--- config.mk ---
export PLATFORM = sky130hd
export DESIGN_NAME = lsu_ctrl
export DESIGN_NICKNAME = d
export VERILOG_FILES = /design/src/rtl/lsu_ctrl.sv
export SDC_FILE = /design/constraint.sdc
export NUM_CORES = 1
export LEC_CHECK = 0
export ABC_AREA = 1
export BUFFER_PORTS_ARGS = -buffer_cell sky130_fd_sc_hd__buf_2
export CORE_ASPECT_RATIO = 0.75
export CORE_MARGIN = 2
export CORE_UTILIZATION = 50
export DETAILED_ROUTE_END_ITERATION = 12
export PLACE_DENSITY = 0.79
export SYNTH_ARGS = -nofsm -noshare
export SYNTH_HDL_FRONTEND = slang
export SYNTH_SLANG_ARGS = --single-unit
export TNS_END_PERCENT = 20
--- constraint.sdc ---
create_clock -name clk -period 10 [get_ports clk]
set_clock_uncertainty 0.2 [all_clocks]
set_input_delay 2 -clock clk [delete_from_list [all_inputs] [get_ports clk]]
set_output_delay 2 -clock clk [all_outputs]
set_load 0.01 [all_outputs]
--- src/rtl/lsu_ctrl.sv ---
// lsu_ctrl: load/store unit controller between a CPU request port and a
// 512-byte data memory. Each accepted request runs IDLE -> ACCESS -> DONE,
// or IDLE -> DONE when the access is rejected.
// Optional feature macro: LSU_MISALIGN_SPLIT_EN. When defined, misaligned
// halfword/word accesses run as consecutive byte accesses. When undefined,
// they are rejected.
module lsu_ctrl (
    input  logic        clk,
    input  logic        rst,
    input  logic        req_valid,
    output logic        req_ready,
    input  logic        req_we,
    input  logic [1:0]  req_size,
    input  logic        req_unsigned,
    input  logic [31:0] req_addr,
    input  logic [31:0] req_wdata,
    output logic        resp_valid,
    output logic [31:0] resp_rdata,
    output logic        resp_err,
    output logic [31:0] MemAddr,
    output logic [31:0] dataIn,
    output logic [1:0]  MemWrite,
    output logic [1:0]  MemRead,
    output logic        Unsigned,
    input  logic [31:0] dataOut
);

    localparam int unsigned MEM_BYTES = 512;
    localparam int unsigned AW        = 32;
    localparam int unsigned DW        = 32;

`ifdef LSU_MISALIGN_SPLIT_EN
    localparam bit SPLIT_EN = 1'b1;
`else
    localparam bit SPLIT_EN = 1'b0;
`endif

    typedef enum logic [1:0] {
        IDLE   = 2'd0,
        ACCESS = 2'd1,
        DONE   = 2'd2
    } state_t;

    state_t          state;
    state_t          state_next;

    logic [AW-1:0]   lat_addr;
    logic [DW-1:0]   lat_wdata;
    logic [1:0]      lat_size;
    logic            lat_we;
    logic            lat_uns;
    logic            lat_split;
    logic [1:0]      lat_last;
    logic [1:0]      idx;
    logic [DW-1:0]   asm_data;

    logic [2:0]      req_bytes;
    logic [AW:0]     req_end;
    logic            req_misaligned;
    logic            req_bad;

    logic [DW-1:0]   merged;
    logic [DW-1:0]   raw;
    logic [DW-1:0]   ext;

    // Request decode: byte count, range and alignment checks
    always_comb begin
        req_bytes = 3'd0;
        case (req_size)
            2'b01:   req_bytes = 3'd1;
            2'b10:   req_bytes = 3'd2;
            2'b11:   req_bytes = 3'd4;
            default: req_bytes = 3'd0;
        endcase
        req_end        = {1'b0, req_addr} + (AW+1)'(req_bytes) - (AW+1)'(1);
        req_misaligned = ((req_size == 2'b10) && req_addr[0]) ||
                         ((req_size == 2'b11) && (req_addr[1:0] != 2'b00));
        req_bad        = (req_size == 2'b00) ||
                         (req_end > (AW+1)'(MEM_BYTES - 1)) ||
                         (req_misaligned && !SPLIT_EN);
    end

    // Load data: merge the current byte in split mode, then extend once
    always_comb begin
        merged = asm_data;
        merged[{idx, 3'b000} +: 8] = dataOut[7:0];
        raw = lat_split ? merged : dataOut;
        case (lat_size)
            2'b01:   ext = lat_uns ? {24'd0, raw[7:0]}  : {{24{raw[7]}}, raw[7:0]};
            2'b10:   ext = lat_uns ? {16'd0, raw[15:0]} : {{16{raw[15]}}, raw[15:0]};
            default: ext = raw;
        endcase
    end

    // State register
    always_ff @(posedge clk or posedge rst) begin
        if (rst) begin
            state <= IDLE;
        end else begin
            state <= state_next;
        end
    end

    // Next-state logic
    always_comb begin
        state_next = state;
        case (state)
            IDLE:    if (req_valid) state_next = req_bad ? DONE : ACCESS;
            ACCESS:  if (idx == lat_last) state_next = DONE;
            DONE:    state_next = IDLE;
            default: state_next = IDLE;
        endcase
    end

    // Output decode: memory bus is only driven while in ACCESS
    always_comb begin
        req_ready  = 1'b0;
        resp_valid = 1'b0;
        MemAddr    = '0;
        dataIn     = '0;
        MemWrite   = 2'b00;
        MemRead    = 2'b00;
        Unsigned   = 1'b0;
        case (state)
            IDLE:   req_ready = 1'b1;
            ACCESS: begin
                if (lat_split) begin
                    MemAddr  = lat_addr + AW'(idx);
                    dataIn   = {24'd0, lat_wdata[{idx, 3'b000} +: 8]};
                    Unsigned = 1'b1;
                    if (lat_we) MemWrite = 2'b01;
                    else        MemRead  = 2'b01;
                end else begin
                    MemAddr  = lat_addr;
                    dataIn   = lat_wdata;
                    Unsigned = lat_uns;
                    if (lat_we) MemWrite = lat_size;
                    else        MemRead  = lat_size;
                end
            end
            DONE:    resp_valid = 1'b1;
            default: ;
        endcase
    end

    // Request latch, byte sequencing and response registers
    always_ff @(posedge clk or posedge rst) begin
        if (rst) begin
            lat_addr   <= '0;
            lat_wdata  <= '0;
            lat_size   <= 2'b00;
            lat_we     <= 1'b0;
            lat_uns    <= 1'b0;
            lat_split  <= 1'b0;
            lat_last   <= 2'd0;
            idx        <= 2'd0;
            asm_data   <= '0;
            resp_rdata <= '0;
            resp_err   <= 1'b0;
        end else begin
            case (state)
                IDLE: begin
                    if (req_valid) begin
                        lat_addr  <= req_addr;
                        lat_wdata <= req_wdata;
                        lat_size  <= req_size;
                        lat_we    <= req_we;
                        lat_uns   <= req_unsigned;
                        lat_split <= SPLIT_EN && req_misaligned;
                        lat_last  <= (SPLIT_EN && req_misaligned) ? 2'(req_bytes - 3'd1) : 2'd0;
                        idx       <= 2'd0;
                        asm_data  <= '0;
                        if (req_bad) begin
                            resp_rdata <= '0;
                            resp_err   <= 1'b1;
                        end
                    end
                end
                ACCESS: begin
                    asm_data <= merged;
                    idx      <= idx + 2'd1;
                    if (idx == lat_last) begin
                        resp_rdata <= lat_we ? '0 : ext;
                        resp_err   <= 1'b0;
                    end
                end
                default: ;
            endcase
        end
    end

endmodule

Word-level counts from Yosys, hierarchy flattened
Cells that the tools add are included.

Add/subtract/negate cells: 3. Multipliers: 0. Divide/modulo/power cells: 0. Order comparisons: 1. Equality and inequality tests: 10. Shifts and indexed selects: 0. Mux-type cells: 28. Bitwise logic cells: 0. Reductions and logical operators: 14.

Operator list (count): 32-bit 2-to-1 mux (8); 32-bit case mux with 2 select lines (2); 32-bit by 3-bit adder with 33-bit output (1); 33-bit by 9-bit greater-than comparator with 1-bit output (second input constant) (1); 33-bit by 1-bit subtractor with 33-bit output (second input constant) (1); 2-bit 2-to-1 mux (8); 3-bit case mux with 3 select lines (1); 2-bit equality test (second input constant) (4); 2-bit case mux with 2 select lines (2); 2-bit by 1-bit equality test with 1-bit output (second input constant) (3); 2-bit logical NOT (3); 1-bit 2-to-1 mux (6); 2-bit inequality test (second input constant) (3); 2-bit AND reduction (3); 4-bit AND reduction (1); 2-bit nonzero test (2); 1-bit logical OR (3); 2-bit by 1-bit adder with 2-bit output (second input constant) (1); 1-bit logical AND (2); 1-bit case mux with 2 select lines (1).

Register bits after elaboration: 105. Bits in latches: 0. Memory bits (writable): 0. ROM bits: 0. Input port bits: 103. Output and inout bits: 104. Logic and storage cells: 65. Memories kept: 0.

Depth between registers and ports, before layout
Gate-level depths: netlist of the first run.

Depth after elaboration: 10. Mapped depth: 25. Depth with buffers taken out: 24.

Least setup slack after synthesis of the first run
No wires, ideal clock.

Kind: input to register. From: input req_size[0]. To: register resp_rdata[10]. Setup time: 117 ps. Arrival time: 4349 ps. Required time: 9683 ps. Setup slack: 5335 ps. Stages on the path: 23. Buffers on the path: 1. Cells stage by stage: inv_1 -> nand2_1 -> ha_1 -> inv_1 -> ha_1 -> fa_1 -> nand3_1 -> nand3_1 -> nand2_1 -> nand2_1 -> nand2_1 -> nand2_1 -> nand2_1 -> nand2_1 -> nand2_1 -> nand2_1 -> inv_1 -> nand2_1 -> nor2_1 -> nand3_2 -> buf_2 -> nand3_1 -> nand2_1.

Cells in the longest elaborated chain, start to end: 9. Elaborated cells between the ends (all ways): 15. Those cells by class: 2 x add/sub; 1 x order compare; 4 x eq/ne; 1 x mux; 7 x reduce/logical.

Ends and longest elaborated chain: from (decl) (line 13) `input logic [1:0] req_size,`; 2-bit equality test (tied with other cells) (line 69, 77); 3-bit case mux with 3 select lines (line 69) `case (req_size)`; 32-bit by 3-bit adder with 33-bit output (line 75) `req_end = {1'b0, req_addr} + (AW+1)'(req_bytes) - (AW+1)'(1);`; 33-bit by 1-bit subtractor with 33-bit output (line 75); 33-bit by 9-bit greater-than comparator with 1-bit output (line 79) `(req_end > (AW+1)'(MEM_BYTES - 1)) ||`; 1-bit logical OR (line 78) `req_bad = (req_size == 2'b00) ||`; 1-bit logical OR (*) (line 79); 2-bit inequality test (no source line) (*); 4-bit AND reduction (no source line) (*); to (signal assigned) (line 183) `resp_rdata <= lat_we ? '0 : ext;`; to (decl) (line 18) `output logic [31:0] resp_rdata,`.

Every way passes the cells marked *; elsewhere a longest branch is shown, timed or not. A chain may end at the register's enable or synchronous reset.

Worst setup path in the final report of the first run
From: input req_size[0]. To: register resp_rdata[4].

The elaborated chain is that of the path after synthesis.

==> results of run 1 <==
[state kept, by name, indices dropped and copies added, names as in the netlist]
signal and cells:
lat_addr 32, lat_wdata 32, resp_rdata 32, idx 2, lat_size 2, state 2, lat_uns 1, lat_we 1
resp_err 1
[stage by stage]
step	worst slack [ns]	util	instances	hold slack [ns]	instance area, um2
global route	4.09	0.613	1581	0.287	8880
global placement	4.26	0.592	1565	0.252	8580
finish	4.45	0.613	1581	0.267	8880
detailed placement	4.12	0.592	1565	0.253	8580
floorplan	5.04	-	1191	0.253	7410
CTS	4.47	0.613	1581	0.272	8880
[worst register-to-register path: cells and delay by family, from the launching register on]
| family | cells | cell delay [ns] |
|---|---|---|
| DFF | 1 | 0.48 |
| and+or+nand+nor | 10 | 1.92 |
| AOI/OAI and AO/OA | 1 | 0.26 |
[area by class of cell]
type / instances / area (um2)
fill: 1393 / 5620
multi-input combinational: 817 / 3760
sequential: 105 / 2630
timing repair buffer: 210 / 1060
inverter: 233 / 877
tap: 200 / 250
clock buffer: 9 / 225
clock inverter: 7 / 80.1
[cells by family (layout without fill, tap and decap cells)]
kind of cell | count (synthesis) | count (layout) | synth area share
AND/OR/NAND/NOR | 668 | 668 | 0.364
adder cells (fa/ha/maj) | 38 | 38 | 0.0651
AO/OA/AOI/OAI | 111 | 111 | 0.0766
flip-flops | 105 | 105 | 0.354
buffers and inverters | 269 | 459 | 0.140
[path summary, 6_finish.rpt]
path,end,slack [ns]
setup / recovery,resp_rdata[4],4.45
hold / removal,resp_rdata[21],0.27
setup reg to reg,resp_rdata[4],7.09
hold reg to reg,resp_rdata[21],0.27
max in group asynchronous,lat_addr[21],6.92
min in group asynchronous,lat_wdata[18],1.49
[cells in the final DEF, fill, tap and decap left out, drive strengths merged, types with 2 or more instances in the layout]
master,Yosys,final
nand2,358,358
inv,229,233
buf,9,210
nor2,206,206
dfrtp,105,105
nand3,77,77
a21oi,65,65
o21ai,40,40
ha,37,37
nand4,11,11
clkbuf,27,9
nor3,6,6
clkinv,4,6
nand3b,4,4
o21bai,3,3
and2,3,3
and3,2,2
[power groups by stage]
stage / Combinational (mW) / Sequential, mW / Clock [mW]
after floorplan: 0.196 / 0.480 / 0
after global placement: 0.271 / 0.483 / 0
after detailed placement: 0.276 / 0.485 / 0
after CTS: 0.278 / 0.476 / 0.371
after global routing: 0.319 / 0.480 / 0.386
final: 0.279 / 0.476 / 0.361
[routing by layer]
layer / track usage / part of all wire
met4: 0.0666 / 0.013
met5: 0 / 0
met3: 0.0457 / 0.076
met1: 0.389 / 0.50
met2: 0.391 / 0.41
==> Implementation_results.wiki, run 1 <==
{| class="wikitable"
! Metric !! Value
|-
| Gates resized, CTS repair || 0
|-
| Portion of total power attributed to sequential cells || 0.427
|-
| Crit path largest cell delay || 0.58 ns
|-
| Final slew viol count || 0
|-
| Count of nets after finishing || about 1500
|-
| Average vias per placed instance || 4.83
|-
| Cell depth of the worst flop-to-flop path || 11
|-
| Slew at the pin with the worst max-slew slack || a little over 0.9 ns
|-
| Largest cells by area after synthesis || dfrtp_1 35%, nand2_1 18%, inv_1 11%
|-
| Crit Path Max Fanout || 35
|-
| Rows || 38
|-
| Total congestion overflow || 0
|-
| Synth top area share || 0.354
|-
| Buffers on Ports || approximately 200
|-
| Number of failing hold endpoints at the final stage || 0
|-
| Largest area contributor in the synthesized netlist || dfrtp_1
|-
| Required arrival time at the worst endpoint || 10.09 ns
|-
| Initial Utilization || 0.511
|-
| Global-route total usage across every layer || 0.260
|-
| Slew margin rel. || 0.395
|-
| Maximum clock rate || roughly 180 MHz
|-
| Root cell of the clock tree || clkbuf_16
|-
| Min-Delay Path Class || reg2reg
|-
| Netlist area before placement || 0.00741 mm2
|-
| Clock transition at the register clock pins on the worst setup and hold paths after CTS || 0.08 ns
|-
| Sequential-to-total area share from yosys stat || 0.354
|-
| Average footprint of a synthesized cell || around 6.2 um2
|-
| # clock sinks || 105
|-
| Sw Ratio || 0.345
|-
| Critical path launch point type || primary input
|-
| CTS Buf Count || 9
|-
| Area added between synthesis and finish || 19.8%
|-
| Critical path startpoint || req_size[0]
|-
| Count of mapped cells out of synthesis || between 1000 and 1500
|-
| CTS Hold Bufs || 0
|-
| Most numerous cell types in the synthesized netlist || 357 x nand2_1, 223 x inv_1, 203 x nor2_1, 105 x dfrtp_1, 76 x nand3_1
|-
| Critical path class || in2reg
|-
| Switching Power || 385 uW
|-
| Vert. Die Dim || 109 um
|-
| Kind of cell adding the most delay to the critical path || simple AND/OR/NAND/NOR gates
|-
| H-tree levels || 3
|-
| Number of buffer and inverter instances along the worst setup path || 4
|-
| Total Die Area || around 0.016 mm2
|-
| Maximum number of pins on one net before global-route repair || 105
|-
| Cells on Worst Hold Path || 2
|-
| Antenna diodes || 0
|-
| Unrepaired setup endpoints after global routing || false
|-
| Count of nets left with antenna violations after detail routing || 0
|-
| Detailed Route WL || a little over 20000 um
|-
| Top Ports || a little over 200
|-
| DPL Wire Length || 16400 um
|-
| Pwr per Cell Area || ~130 mW/mm2
|-
| Portion of total power attributed to the clock network || 0.323
|-
| Number of global-route vias before repair || ~6700
|-
| Layout cells sized above 1 || 0.177
|-
| Synthesis warning total || 0
|-
| Die Wd || between 100 and 150 um
|-
| Maximum capacitance violations || 0
|-
| Slowest cell on the critical path || nand3_2
|-
| Count of unique library cells instantiated by Yosys || 30
|-
| Fraction of registers with async set or reset after synthesis || 1.00
|-
| Hold path start || resp_rdata[21]
|-
| Number of synthesized register bits || 105
|-
| Cell depth of the worst setup path || 24
|-
| Antenna violations before repair || 0
|-
| DRT Pass-1 Iters || 6
|-
| Via count || around 7600
|-
| Origin of the critical flop-to-flop path || state[0]
|-
| CTS tree || done
|-
| Gp weighted congestion || 0.989
|-
| Global-route wire length before repair || 32400 um
|-
| 1st-iter DRT viols || 540
|-
| Endpoint class of the critical path || flip-flop
|-
| Final setup vio count || 0
|-
| Maximum buffer depth of the clock tree || 2
|-
| CP cell instances || buf_2 > inv_1 > nand2_1 > ha_1 > inv_1 > ha_1 > fa_1 > nand3_1 > nand3_1 > nand2_1 > nand2_1 > nand2_1 > nand2_1 > nand2_1 > nand2_1 > nand2_1 > nand2_1 > inv_1 > nand2_1 > nor2_1 > nand3_2 > nand2_4 > nand2_1 > nand2_1
|-
| Final clock period utilization by the worst path || 0.555
|-
| Worst Path Arrival || approximately 5.7 ns
|-
| Number of post-CTS setup repair buffers || 0
|-
| Worst-skew pair later-pin latency || between 0.3 and 0.4 ns
|-
| Post-Syn Nets || about 1300
|-
| Cell-internal power || 732 uW
|-
| Shortest clock period the worst path allows after layout || between 5 and 6 ns
|-
| Commonest register cell after synthesis || dfrtp_1
|-
| Final Total Pwr || 1.12 mW
|-
| LEAKAGE || 5.61 nW
|-
| Post-route DRC || 0
|-
| Maximum ir drop on the vdd rail || around 0.080 mV
|-
| Average routed wire per standard cell || approximately 13 um
|-
| Core ar. || around 0.015 mm2
|-
| Share of power burned in combinational logic || 0.250
|-
| Run status || complete, no violations
|-
| Most frequent cell after synthesis || nand2_1
|-
| Most numerous cell on the critical path || nand2_1
|-
| Final TNS setup || 0 ns
|-
| Number of enable flip-flop cells after synthesis || 0
|}
No activity file was read; power rests on OpenSTA's default activity.
==> run 2: changes to the inputs <==
==> constraint.sdc (replaced) <==
create_clock -name clk -period 5.64 [get_ports clk]
set_clock_uncertainty 0.2 [all_clocks]
set_input_delay 1.128 -clock clk [delete_from_list [all_inputs] [get_ports clk]]
set_output_delay 1.128 -clock clk [all_outputs]
set_load 0.01 [all_outputs]
==> Implementation_results.wiki, run 2 (synthesis results as in run 1) <==
{| class="wikitable"
! Metric !! Value
|-
| Total congestion overflow || 0
|-
| Post-route DRC || 0
|-
| Critical path startpoint || req_size[0]
|-
| Area added between synthesis and finish || 19.9%
|-
| Hold path start || resp_rdata[3]
|-
| Die Wd || 145 um
|-
| Area taken by flip-flops and latches || approximately 0.0026 mm2
|-
| Worst-skew pair later-pin latency || 0.35 ns
|-
| Clock transition at the register clock pins on the worst setup and hold paths after CTS || 0.08 ns
|-
| Shortest clock period the worst path allows after layout || approximately 4.2 ns
|-
| Final Total Pwr || 1.98 mW
|-
| Worst Path Arrival || ~4.3 ns
|-
| Run status || complete, no violations
|-
| Detailed Route WL || between 20000 and 25000 um
|-
| Endpoint class of the critical path || flip-flop
|-
| Top library cells by usage in the layout, fill and taps aside || 355 x nand2_1, 222 x inv_1, 206 x buf_2, 203 x nor2_1, 105 x dfrtp_1
|-
| Antenna diodes || 0
|-
| Min-Delay Path Class || reg2reg
|-
| Final clock period utilization by the worst path || 0.746
|-
| Commonest non-fill, non-tap cell in the layout || nand2_1
|-
| Count of nets left with antenna violations after detail routing || 0
|-
| # clock sinks || around 110
|-
| Core ar. || about 0.015 mm2
|-
| Slew margin rel. || 0.444
|-
| Number of failing hold endpoints at the final stage || 0
|-
| Cell count after placement || ~1600
|-
| CTS Hold Bufs || 0
|-
| Area occupied by multi-input gates || between 0.003 and 0.004 mm2
|-
| Vert. Die Dim || roughly 110 um
|-
| LEAKAGE || between 5 and 6 nW
|-
| Rows || 38
|-
| CTS tree || done
|-
| Global-route wire length before repair || 33000 um
|-
| Global-route total usage across every layer || 0.265
|-
| Final TNS setup || 0 ns
|-
| Maximum ir drop on the vdd rail || about 0.15 mV
|-
| Number of post-CTS setup repair buffers || 0
|-
| Maximum number of pins on one net before global-route repair || 86
|-
| Buffers on Ports || between 200 and 250
|-
| Antenna violations before repair || 0
|-
| Via count || between 7000 and 8000
|-
| Count of nets after finishing || between 1500 and 2000
|-
| Maximum buffer depth of the clock tree || 2
|-
| DPL Wire Length || around 16000 um
|-
| Critical path class || in2reg
|-
| Pwr per Cell Area || about 220 mW/mm2
|-
| Setup slack of the most critical reg-to-reg path || slightly above 3 ns
|-
| Origin of the critical flop-to-flop path || lat_size[0]
|-
| Number of global-route vias before repair || about 6700
|-
| Gp weighted congestion || about 0.96
|-
| CTS Buf Count || 9
|-
| Crit Path Max Fanout || 35
|-
| Maximum capacitance violations || 0
|-
| Initial Utilization || 0.511
|-
| Total Die Area || approximately 0.016 mm2
|-
| Maximum clock rate || roughly 240 MHz
|-
| Largest regs || lat_addr (32), lat_wdata (32), resp_rdata (32)
|-
| Root cell of the clock tree || clkbuf_16
|-
| Average vias per placed instance || approximately 4.8
|-
| H-tree levels || 3
|-
| Required arrival time at the worst endpoint || about 5.7 ns
|-
| Slew at the pin with the worst max-slew slack || 0.834 ns
|-
| Fill count || about 1400
|-
| Final slew viol count || 0
|-
| Filler-free cell count of the finished design || approximately 1600
|-
| Final setup vio count || 0
|-
| Layout cells sized above 1 || 0.177
|-
| Top Ports || 207
|-
| Average routed wire per standard cell || approximately 13 um
|-
| Gates resized, CTS repair || 0
|-
| Critical path launch point type || primary input
|-
| DRT Pass-1 Iters || 7
|-
| Unrepaired setup endpoints after global routing || false
|-
| 1st-iter DRT viols || about 560
|}
-- run 2: worst max-delay path, stage by stage --
cell	delay, ns
buf_2	0.11
inv_1	0.09
nand2_1	0.06
ha_1	0.26
inv_1	0.04
ha_1	0.25
fa_1	0.42
nand3_1	0.10
nand3_1	0.12
nand2_1	0.11
nand2_1	0.07
nand2_1	0.10
nand2_1	0.09
nand2_1	0.10
nand3_1	0.06
o21ai_0	0.07
inv_1	0.05
nand2_1	0.06
nor2_1	0.05
nand3_2	0.06
buf_4	0.33
nand2_4	0.30
nand2_1	0.15
nand2_1	0.06
-- run 2: power breakdown --
group	leakage, nW	switching, mW	total (mW)	internal [mW]
Combinational	4.17	0.330	0.495	0.164
Sequential	1.30	0.0280	0.844	0.816
Clock	0.146	0.320	0.639	0.319
-- run 2: through the flow --
step	utilization	area (um2)	hold WS, ns	setup slack [ns]
floorplan	-	7410	0.253	1.55
global placement	0.592	8590	0.254	1.20
detailed placement	0.592	8590	0.258	1.08
CTS	0.613	8890	0.277	1.46
global route	0.613	8890	0.300	1.08
finish	0.613	8890	0.278	1.43
-- run 2: worst paths after layout --
check,depth (start not counted),to
max,24,resp_rdata[15]
max in group asynchronous,3,lat_wdata[3]
min in group asynchronous,2,lat_wdata[25]
min,2,resp_rdata[3]
min reg2reg,2,resp_rdata[3]
max reg2reg,8,resp_rdata[16]
-- run 2: layout make-up --
type | count | share of cell area
Multi-Input combinational cell | 817 | 0.423
Sequential cell | 105 | 0.295
Timing Repair Buffer | 211 | 0.120
Inverter | 233 | 0.0986
Tap cell | 200 | 0.0281
Clock buffer | 9 | 0.0253
Clock inverter | 7 | 0.00901
-- run 2: metal layers --
metal  up-vias  global-route usage  part of all wire
met2       312               0.400              0.42
met3        23              0.0409             0.073
met5         -                   0                 0
met1      3306               0.402              0.50
met4         0              0.0534            0.0088
li1       3965                   -                 -
==> run 3: changes to the inputs <==
==> constraint.sdc (replaced) <==
create_clock -name clk -period 4.1 [get_ports clk]
set_clock_uncertainty 0.2 [all_clocks]
set_input_delay 0.82 -clock clk [delete_from_list [all_inputs] [get_ports clk]]
set_output_delay 0.82 -clock clk [all_outputs]
set_load 0.01 [all_outputs]
==> Implementation_results.wiki, run 3 (synthesis results as in run 1) <==
{| class="wikitable"
! Metric !! Value
|-
| Run status || complete, no violations
|-
| CTS tree || done
|-
| Rows || 38
|-
| Maximum ir drop on the vdd rail || approximately 0.22 mV
|-
| Layout cells sized above 1 || 0.178
|-
| Initial Utilization || 0.511
|-
| Unrepaired setup endpoints after global routing || false
|-
| Critical path launch point type || primary input
|-
| Final TNS setup || 0 ns
|-
| Critical path class || in2reg
|-
| CTS Buf Count || 9
|-
| Slack of the critical path || slightly below 0.4 ns
|-
| Origin of the critical flop-to-flop path || state[0]
|-
| Via count || roughly 7700
|-
| CP cell instances || buf_2 > inv_1 > nand2_1 > ha_1 > inv_1 > ha_1 > fa_1 > nand3_1 > nand3_1 > nand2_1 > nand2_1 > nand2_1 > nand2_1 > nand2_1 > nand3_1 > o21ai_0 > inv_1 > nand2_1 > nor2_1 > nand3_2 > buf_4 > nand3_1 > nand2_1
|-
| Setup slack of the most critical reg-to-reg path || between 1 and 1.5 ns
|-
| H-tree levels || 3
|-
| Cell count after placement || about 1600
|-
| # clock sinks || about 110
|-
| Area post-placement || 0.00861 mm2
|-
| Switching Power || 916 uW
|-
| Most numerous cell on the critical path || nand2_1
|-
| Vert. Die Dim || roughly 110 um
|-
| Area added between synthesis and finish || 20.1%
|-
| Cell depth of the worst setup path || 23
|-
| Worst-skew pair later-pin latency || approximately 0.35 ns
|-
| Core ar. || 0.0145 mm2
|-
| Endpoint class of the critical path || flip-flop
|-
| Portion of total power attributed to sequential cells || 0.428
|-
| Number of buffer and inverter instances along the worst setup path || 5
|-
| Buffers on Ports || 206
|-
| Final setup vio count || 0
|-
| Maximum clock rate || between 200 and 300 MHz
|-
| Slew margin rel. || 0.386
|-
| Gates resized, CTS repair || 0
|-
| Count of nets after finishing || about 1500
|-
| Number of post-CTS setup repair buffers || 0
|-
| Setup Slack @ Placement || a little under 0.09 ns
|-
| Final clock period utilization by the worst path || 0.903
|-
| Antenna violations before repair || 0
|-
| Required arrival time at the worst endpoint || about 4.2 ns
|-
| Post-route DRC || 0
|-
| Area taken by flip-flops and latches || about 0.0026 mm2
|-
| Maximum capacitance violations || 0
|-
| Largest regs || lat_addr (32), lat_wdata (32), resp_rdata (32)
|-
| Global-route total usage across every layer || 0.265
|-
| Portion of total power attributed to the clock network || 0.319
|-
| Detailed Route WL || 21100 um
|-
| Root cell of the clock tree || clkbuf_16
|-
| Number of global-route vias before repair || 6903
|-
| Area occupied by multi-input gates || roughly 0.0038 mm2
|-
| Maximum number of pins on one net before global-route repair || between 100 and 150
|-
| Worst Path Arrival || between 3 and 4 ns
|-
| Top library cells by usage in the layout, fill and taps aside || 355 x nand2_1, 222 x inv_1, 206 x buf_2, 203 x nor2_1, 105 x dfrtp_1
|-
| Total congestion overflow || 0
|-
| Slew at the pin with the worst max-slew slack || between 0.9 and 1 ns
|-
| Final slew viol count || 0
|-
| 1st-iter DRT viols || ~600
|-
| Endpoint of the lowest-slack register-to-register path || resp_rdata[11]
|-
| DPL Wire Length || 16300 um
|-
| Count of nets left with antenna violations after detail routing || 0
|-
| Average routed wire per standard cell || ~13 um
|-
| Antenna diodes || 0
|-
| Top Ports || 207
|-
| Kind of cell adding the most delay to the critical path || simple AND/OR/NAND/NOR gates
|-
| Pwr per Cell Area || approximately 300 mW/mm2
|-
| Sink of the worst hold path || resp_rdata[4]
|-
| Global-route wire length before repair || ~33000 um
|-
| Average vias per placed instance || 4.87
|-
| Sw Ratio || 0.338
|-
| Clock transition at the register clock pins on the worst setup and hold paths after CTS || roughly 0.07 ns
|-
| Filler-free cell count of the finished design || roughly 1600
|-
| Commonest non-fill, non-tap cell in the layout || nand2_1
|-
| Number of failing hold endpoints at the final stage || 0
|-
| Crit path largest cell delay || about 0.42 ns
|-
| Share of power burned in combinational logic || 0.252
|-
| Cell depth of the worst flop-to-flop path || 6
|-
| Hold path start || resp_rdata[4]
|-
| Final Total Pwr || about 2.7 mW
|-
| Cell-internal power || 1.79 mW
|-
| Post-route design area || ~0.009 mm2
|-
| Min-Delay Path Class || reg2reg
|-
| CTS Hold Bufs || 0
|-
| Cells on Worst Hold Path || 2
|-
| Fill count || around 1400
|-
| Slowest cell on the critical path || fa_1
|-
| Maximum buffer depth of the clock tree || 2
|-
| Total Die Area || around 0.016 mm2
|-
| Crit Path Max Fanout || 32
|-
| LEAKAGE || between 5 and 6 nW
|-
| Shortest clock period the worst path allows after layout || 3.70 ns
|-
| DRT Pass-1 Iters || 5
|-
| Die Wd || 145 um
|-
| Gp weighted congestion || approximately 0.95
|}
[run 3: area by class of cell]
| class | instances | area share |
|---|---|---|
| Inverter | 233 | 0.0985 |
| Multi-Input combinational cell | 817 | 0.423 |
| Sequential cell | 105 | 0.295 |
| Clock inverter | 6 | 0.00660 |
| Tap cell | 200 | 0.0281 |
| Clock buffer | 10 | 0.0268 |
| Timing Repair Buffer | 212 | 0.122 |
[run 3: worst max path at each step]
stage	startpoint	slack, ns	endpoint
detailed placement	req_size[0]	0.09	resp_rdata[11]
global route	req_size[0]	0.11	resp_rdata[31]
finish	req_size[0]	0.40	resp_rdata[10]
global placement	req_size[0]	0.22	resp_rdata[23]
floorplan	rst	0.32	idx[0]
CTS	req_size[0]	0.45	resp_rdata[10]
[run 3: worst register-to-register path: stages, from the launching register on]
cell and delay, ns:
dfrtp_1 0.46, nand2_2 0.39, o21ai_2 0.80, buf_4 0.37, nand2_4 0.26, nand2_1 0.15
nand2_1 0.06
[run 3: stage by stage]
stage / hold slack (ns) / utilization
2_1_floorplan: 0.253 / -
3_3_place_gp: 0.252 / 0.594
3_5_place_dp: 0.256 / 0.594
4_1_cts: 0.274 / 0.614
5_1_grt: 0.290 / 0.614
6_report: 0.274 / 0.614
[run 3: power by group through the flow]
stage	sequential (mW)	combinational (mW)	clock, mW
finish	1.16	0.684	0.866
global route	1.17	0.785	0.923
CTS	1.16	0.680	0.891
detailed placement	1.18	0.676	0
global placement	1.18	0.663	0
floorplan	1.17	0.479	0
[run 3: routing by layer]
layer / vias up / share of wire / GRT usage
met2: 310 / 0.43 / 0.423
met3: 25 / 0.079 / 0.0444
li1: 3968 / - / -
met5: - / 0 / 0
met4: 0 / 0.013 / 0.0624
met1: 3400 / 0.48 / 0.380
